### src/rtl/serial_subtractor.sv
// Bit-serial WIDTH-bit subtractor (diff = a - b, LSB first) with valid/ready.
// Optional signed-overflow output ovf enabled by defining SERIAL_SUB_OVF_EN.

module sub_1_bit (
  input  logic a,
  input  logic b,
  input  logic cin,
  output logic sub,
  output logic cout
);
  assign sub  = a ^ b ^ cin;
  assign cout = (~a & b) | (~(a ^ b) & cin);
endmodule

module serial_subtractor #(
  parameter int WIDTH = 8
) (
  input  logic             clk,
  input  logic             rst,
  input  logic             in_valid,
  output logic             in_ready,
  input  logic [WIDTH-1:0] a,
  input  logic [WIDTH-1:0] b,
  output logic             out_valid,
  input  logic             out_ready,
  output logic [WIDTH-1:0] diff,
`ifdef SERIAL_SUB_OVF_EN
  output logic             ovf,
`endif
  output logic             borrow_out
);

  localparam int CW = $clog2(WIDTH);
  localparam logic [CW-1:0] LAST = CW'(WIDTH - 1);

  typedef enum logic [1:0] {
    IDLE  = 2'd0,
    SHIFT = 2'd1,
    DONE  = 2'd2
  } state_t;

  state_t state;
  state_t state_nxt;

  logic [WIDTH-1:0] a_sr;
  logic [WIDTH-1:0] b_sr;
  logic [CW-1:0]    cnt;
  logic             borrow_ff;
  logic             sbit;
  logic             cout;
  logic             last;

`ifdef SERIAL_SUB_OVF_EN
  logic a_msb;
  logic b_msb;
`endif

  sub_1_bit u_cell (
    .a    (a_sr[0]),
    .b    (b_sr[0]),
    .cin  (borrow_ff),
    .sub  (sbit),
    .cout (cout)
  );

  assign last      = (cnt == LAST);
  assign in_ready  = (state == IDLE);
  assign out_valid = (state == DONE);

  always_comb begin
    state_nxt = state;
    unique case (state)
      IDLE:    if (in_valid) state_nxt = SHIFT;
      SHIFT:   if (last) state_nxt = DONE;
      DONE:    if (out_ready) state_nxt = IDLE;
      default: state_nxt = IDLE;
    endcase
  end

  always_ff @(posedge clk) begin
    if (rst) state <= IDLE;
    else     state <= state_nxt;
  end

  // Datapath; result registers are only written during SHIFT,
  // so they stay frozen through DONE backpressure.
  always_ff @(posedge clk) begin
    if (rst) begin
      a_sr       <= '0;
      b_sr       <= '0;
      cnt        <= '0;
      borrow_ff  <= 1'b0;
      diff       <= '0;
      borrow_out <= 1'b0;
`ifdef SERIAL_SUB_OVF_EN
      a_msb      <= 1'b0;
      b_msb      <= 1'b0;
      ovf        <= 1'b0;
`endif
    end else begin
      unique case (state)
        IDLE: begin
          if (in_valid) begin
            a_sr      <= a;
            b_sr      <= b;
            borrow_ff <= 1'b0;
            cnt       <= '0;
`ifdef SERIAL_SUB_OVF_EN
            a_msb     <= a[WIDTH-1];
            b_msb     <= b[WIDTH-1];
`endif
          end
        end
        SHIFT: begin
          a_sr      <= a_sr >> 1;
          b_sr      <= b_sr >> 1;
          diff      <= {sbit, diff[WIDTH-1:1]};
          borrow_ff <= cout;
          if (last) begin
            borrow_out <= cout;
`ifdef SERIAL_SUB_OVF_EN
            ovf <= (a_msb != b_msb) && (sbit != a_msb);
`endif
          end else begin
            cnt <= cnt + CW'(1);
          end
        end
        default: ;
      endcase
    end
  end

endmodule

### config.mk
export PLATFORM = sky130hd
export DESIGN_NAME = serial_subtractor
export DESIGN_NICKNAME = d
export VERILOG_FILES = /design/src/rtl/serial_subtractor.sv
export SDC_FILE = /design/constraint.sdc
export NUM_CORES = 1
export LEC_CHECK = 0
export CAP_MARGIN = 20
export CORE_ASPECT_RATIO = 1.5
export CORE_MARGIN = 2
export CORE_UTILIZATION = 49
export CTS_CLUSTER_SIZE = 14
export DETAILED_ROUTE_END_ITERATION = 8
export GPL_ROUTABILITY_DRIVEN = 1
export PLACE_DENSITY = 0.77
export REMOVE_ABC_BUFFERS = 1
export SYNTH_ARGS = -nofsm -noshare
export SYNTH_HDL_FRONTEND = slang
export SYNTH_SLANG_ARGS = --single-unit
export TNS_END_PERCENT = 20
### constraint.sdc
create_clock -name clk -period 2.11 [get_ports clk]
set_clock_uncertainty 0.2 [all_clocks]
set_input_delay 0.422 -clock clk [delete_from_list [all_inputs] [get_ports clk]]
set_output_delay 0.422 -clock clk [all_outputs]
set_load 0.05 [all_outputs]
==> results of run 1 <==
power by group through the flow:
stage                     sequential (mW)  combinational, mW  clock, mW
after floorplan                     0.666              0.122          0
after global placement              0.655              0.216          0
after detailed placement            0.656              0.223          0
after CTS                           0.643              0.223      0.432
after global routing                0.646              0.239      0.455
final                               0.643              0.220      0.413
synthesized netlist by cell type (all sizes together):
library cell / number / area (sq um)
nor2: 19 / 86.3
mux2i: 14 / 140
o21ba: 1 / 16.3
o21ai: 2 / 10.0
a21oi: 10 / 50.1
o21bai: 1 / 7.51
nor4b: 1 / 15.0
or2b: 1 / 7.51
nand2: 19 / 71.3
nor2b: 3 / 18.8
inv: 4 / 15.0
ha: 2 / 25.0
nand2b: 4 / 25.0
a22oi: 1 / 7.51
dfxtp: 31 / 621
buf: 10 / 92.6
a2bb2oi: 1 / 8.76
fa: 1 / 20.0
o31ai: 1 / 7.51
a311oi: 1 / 8.76
a32oi: 2 / 17.5
a211oi: 14 / 175
metrics by stage:
| stage | hold WS, ps | worst slack (ps) | std cells | area, sq um | util, % |
|---|---|---|---|---|---|
| after floorplan | 252 | 83.0 | 133 | 1350 | - |
| after global placement | 242 | 141 | 208 | 1740 | 60.8 |
| after detailed placement | 256 | 75.4 | 208 | 1740 | 60.8 |
| after CTS | 264 | 39.0 | 214 | 1810 | 63.4 |
| after global routing | 298 | 3.20 | 214 | 1810 | 63.5 |
| final | 261 | 57.4 | 214 | 1810 | 63.5 |
routing by layer:
layer  routed length [microns]  part of all wire [%]
met2                      1450                    54
met3                       111                   4.1
met4                        61                   2.3
met5                         0                     0
met1                      1080                    40
final cells by class:
type / count / area, sq um / area share (%)
inverter: 4 / 15.0 / 0.829
timing repair buffer: 36 / 335 / 18.5
clock buffer: 6 / 72.6 / 4.01
sequential: 31 / 621 / 34.3
tap: 39 / 48.8 / 2.70
multi-input combinational: 98 / 718 / 39.7
what timing repair did:
item                       in CTS  in global routing
setup endpoints to repair       0                  1
hold buffers                    0                  0
gates resized for setup         0                  1
worst paths after layout:
check	startpoint	to	slack, ps	cells after the start
max	diff[3]	diff[3]	60	1
min	diff[0]	diff[0]	260	2
max reg2reg	cnt[0]	cnt[2]	410	5
min reg2reg	diff[0]	diff[0]	260	2
flip-flops by register name, summed over array words and instances, names as in the netlist:
register    cells
a_sr            8
state           2
borrow_out      1
borrow_ff       1
diff            8
b_sr            8
cnt             3
tightest hold or removal path: cells and delay by family (launching register included):
kind | cells | cell delay (ps)
DFF | 1 | 310
and+or+nand+nor | 1 | 50
AOI/OAI and AO/OA | 1 | 50
cell families (layout without fill, tap and decap cells):
logic type | count (synthesis) | after routing | synth area share, %
buffers and inverters | 14 | 46 | 7.44
AO/OA/AOI/OAI | 34 | 34 | 21.4
adder cells (fa/ha/maj) | 3 | 3 | 3.11
flip-flops | 31 | 31 | 42.9
AND/OR/NAND/NOR | 47 | 47 | 15.5
multiplexers | 14 | 14 | 9.69
==> run summary, run 1 <==
Crit path max-delay family -> buffers and inverters
Register area share after synthesis -> 42.9%
Seq pwr share -> 50.4%
Slew HR -> 66.5%
Routed vias -> 1089
Gr busiest metal -> met2
Final ANT Viol Nets -> 0
Fillers -> 253
Final critical-path required period -> 2050 ps
Met2 Use GR -> 31.5%
Setup TNS -> 0 ps
P&R area growth vs syn -> 25.2%
Final hold violations -> 0
Status -> complete, no violations
Initial antenna violation count -> 0
Critical Path Fanout Max -> 3
Top Ports -> 31
N_diodes -> 0
CTS Buf Count -> 5
Switching share of power -> 25.7%
Detailed-route wire length -> 2700 microns
Nets -> 199
Share of cells above drive strength 1 -> 21.7%
Drc violations -> 0
Tot Pwr -> 1.28 mW
PortBufs -> 30
Internal power -> 948 uW
Clock tree sinks -> 31
Routed len/inst -> 12.6 microns
Critical path launch point type -> register
Hold crit path type -> register to register
Syn. warnings -> 0
Slew Limit Fails -> 0
Commonest non-fill, non-tap cell in the layout -> dfxtp_1
Seq cells post-synth -> 31
Full die area -> 3410 sq um
Synth cell types -> 27
Number of buffers added for setup after CTS -> 0
Drt first pass iters -> 4
Crit path capture type -> primary output
Peak supply drop -> 0.511 mV
CORE AREA -> 2850 sq um
Crit-path cells -> clkdlybuf4s50_1
Die X -> 48.4 microns
Final setup vio count -> 0
Grt ovf -> 0
Clock share of power -> 32.4%
Leak -> 0.688 nW
DP HPWL -> 1990 microns
Critical Path Max Stage Delay -> 810 ps
Critical path required time -> 1490 ps
Max Clock Freq -> 487 MHz
RePlAce Congestion -> 0.746
Post-Syn Area per Cell -> 10.1 sq um
CP max-delay cell -> clkdlybuf4s50_1
Crit Path Category -> register to primary output
Cell Area, Synth -> 1450 sq um
PD cells -> 705 nW/um^2
RSZ-0062 raised after global routing -> false
Final worst-path cycle share -> 97.3%
Row cnt -> 24
TritonCTS clock tree -> built
Via/cell ratio -> 5.09
Worst-Skew Late Latency -> 280 ps
Tot GR Track Use -> 17.1%
Commonest non-fill, non-tap cells in the layout -> 31 x dfxtp_1, 24 x clkdlybuf4s50_1, 19 x nand2_1
H-tree depth -> 2
# Max-Cap Violations -> 0
Vias in the first global route -> 1051
Number of DRC markers in iteration 0 -> 30
Initial Util -> 50.7%
Comb power frac -> 17.3%
Clock-pin slew on the worst setup and hold paths -> 60 ps
Met1 Resource Use GR -> 16.7%
Routing usage on met3 -> 5.70%
Worst path bufs/invs -> 1
Die Ht -> 70.5 microns
Global-route wire length before repair -> 4510 microns
Largest net degree at the start of global routing -> 29
P_sw -> 328 uW
Post-Synthesis Cells -> 143
WP data arrival -> 1430 ps
Worst slew pin tran -> 502 ps
Clock buffer depth -> 2
CTS root buffer -> clkbuf_8
Power figures use the tool's default switching activity.
==> inputs of run 2 (changes only) <==
--- a/config.mk
+++ b/config.mk
@@ -9,7 +9,7 @@
 export CORE_ASPECT_RATIO = 1.5
 export CORE_MARGIN = 2
 export CORE_UTILIZATION = 49
-export CTS_CLUSTER_SIZE = 14
+export CTS_CLUSTER_SIZE = 10
 export DETAILED_ROUTE_END_ITERATION = 8
 export GPL_ROUTABILITY_DRIVEN = 1
 export PLACE_DENSITY = 0.77
==> results of run 2 <==
Same layout as run 1: the final DEF is identical, and so are final timing and power.
==> inputs of run 3 (changes only) <==
--- a/config.mk
+++ b/config.mk
@@ -17,4 +17,4 @@
 export SYNTH_ARGS = -nofsm -noshare
 export SYNTH_HDL_FRONTEND = slang
 export SYNTH_SLANG_ARGS = --single-unit
-export TNS_END_PERCENT = 20
+export TNS_END_PERCENT = 1
==> results of run 3 <==
Same layout as run 1: the final DEF is identical, and so are final timing and power.
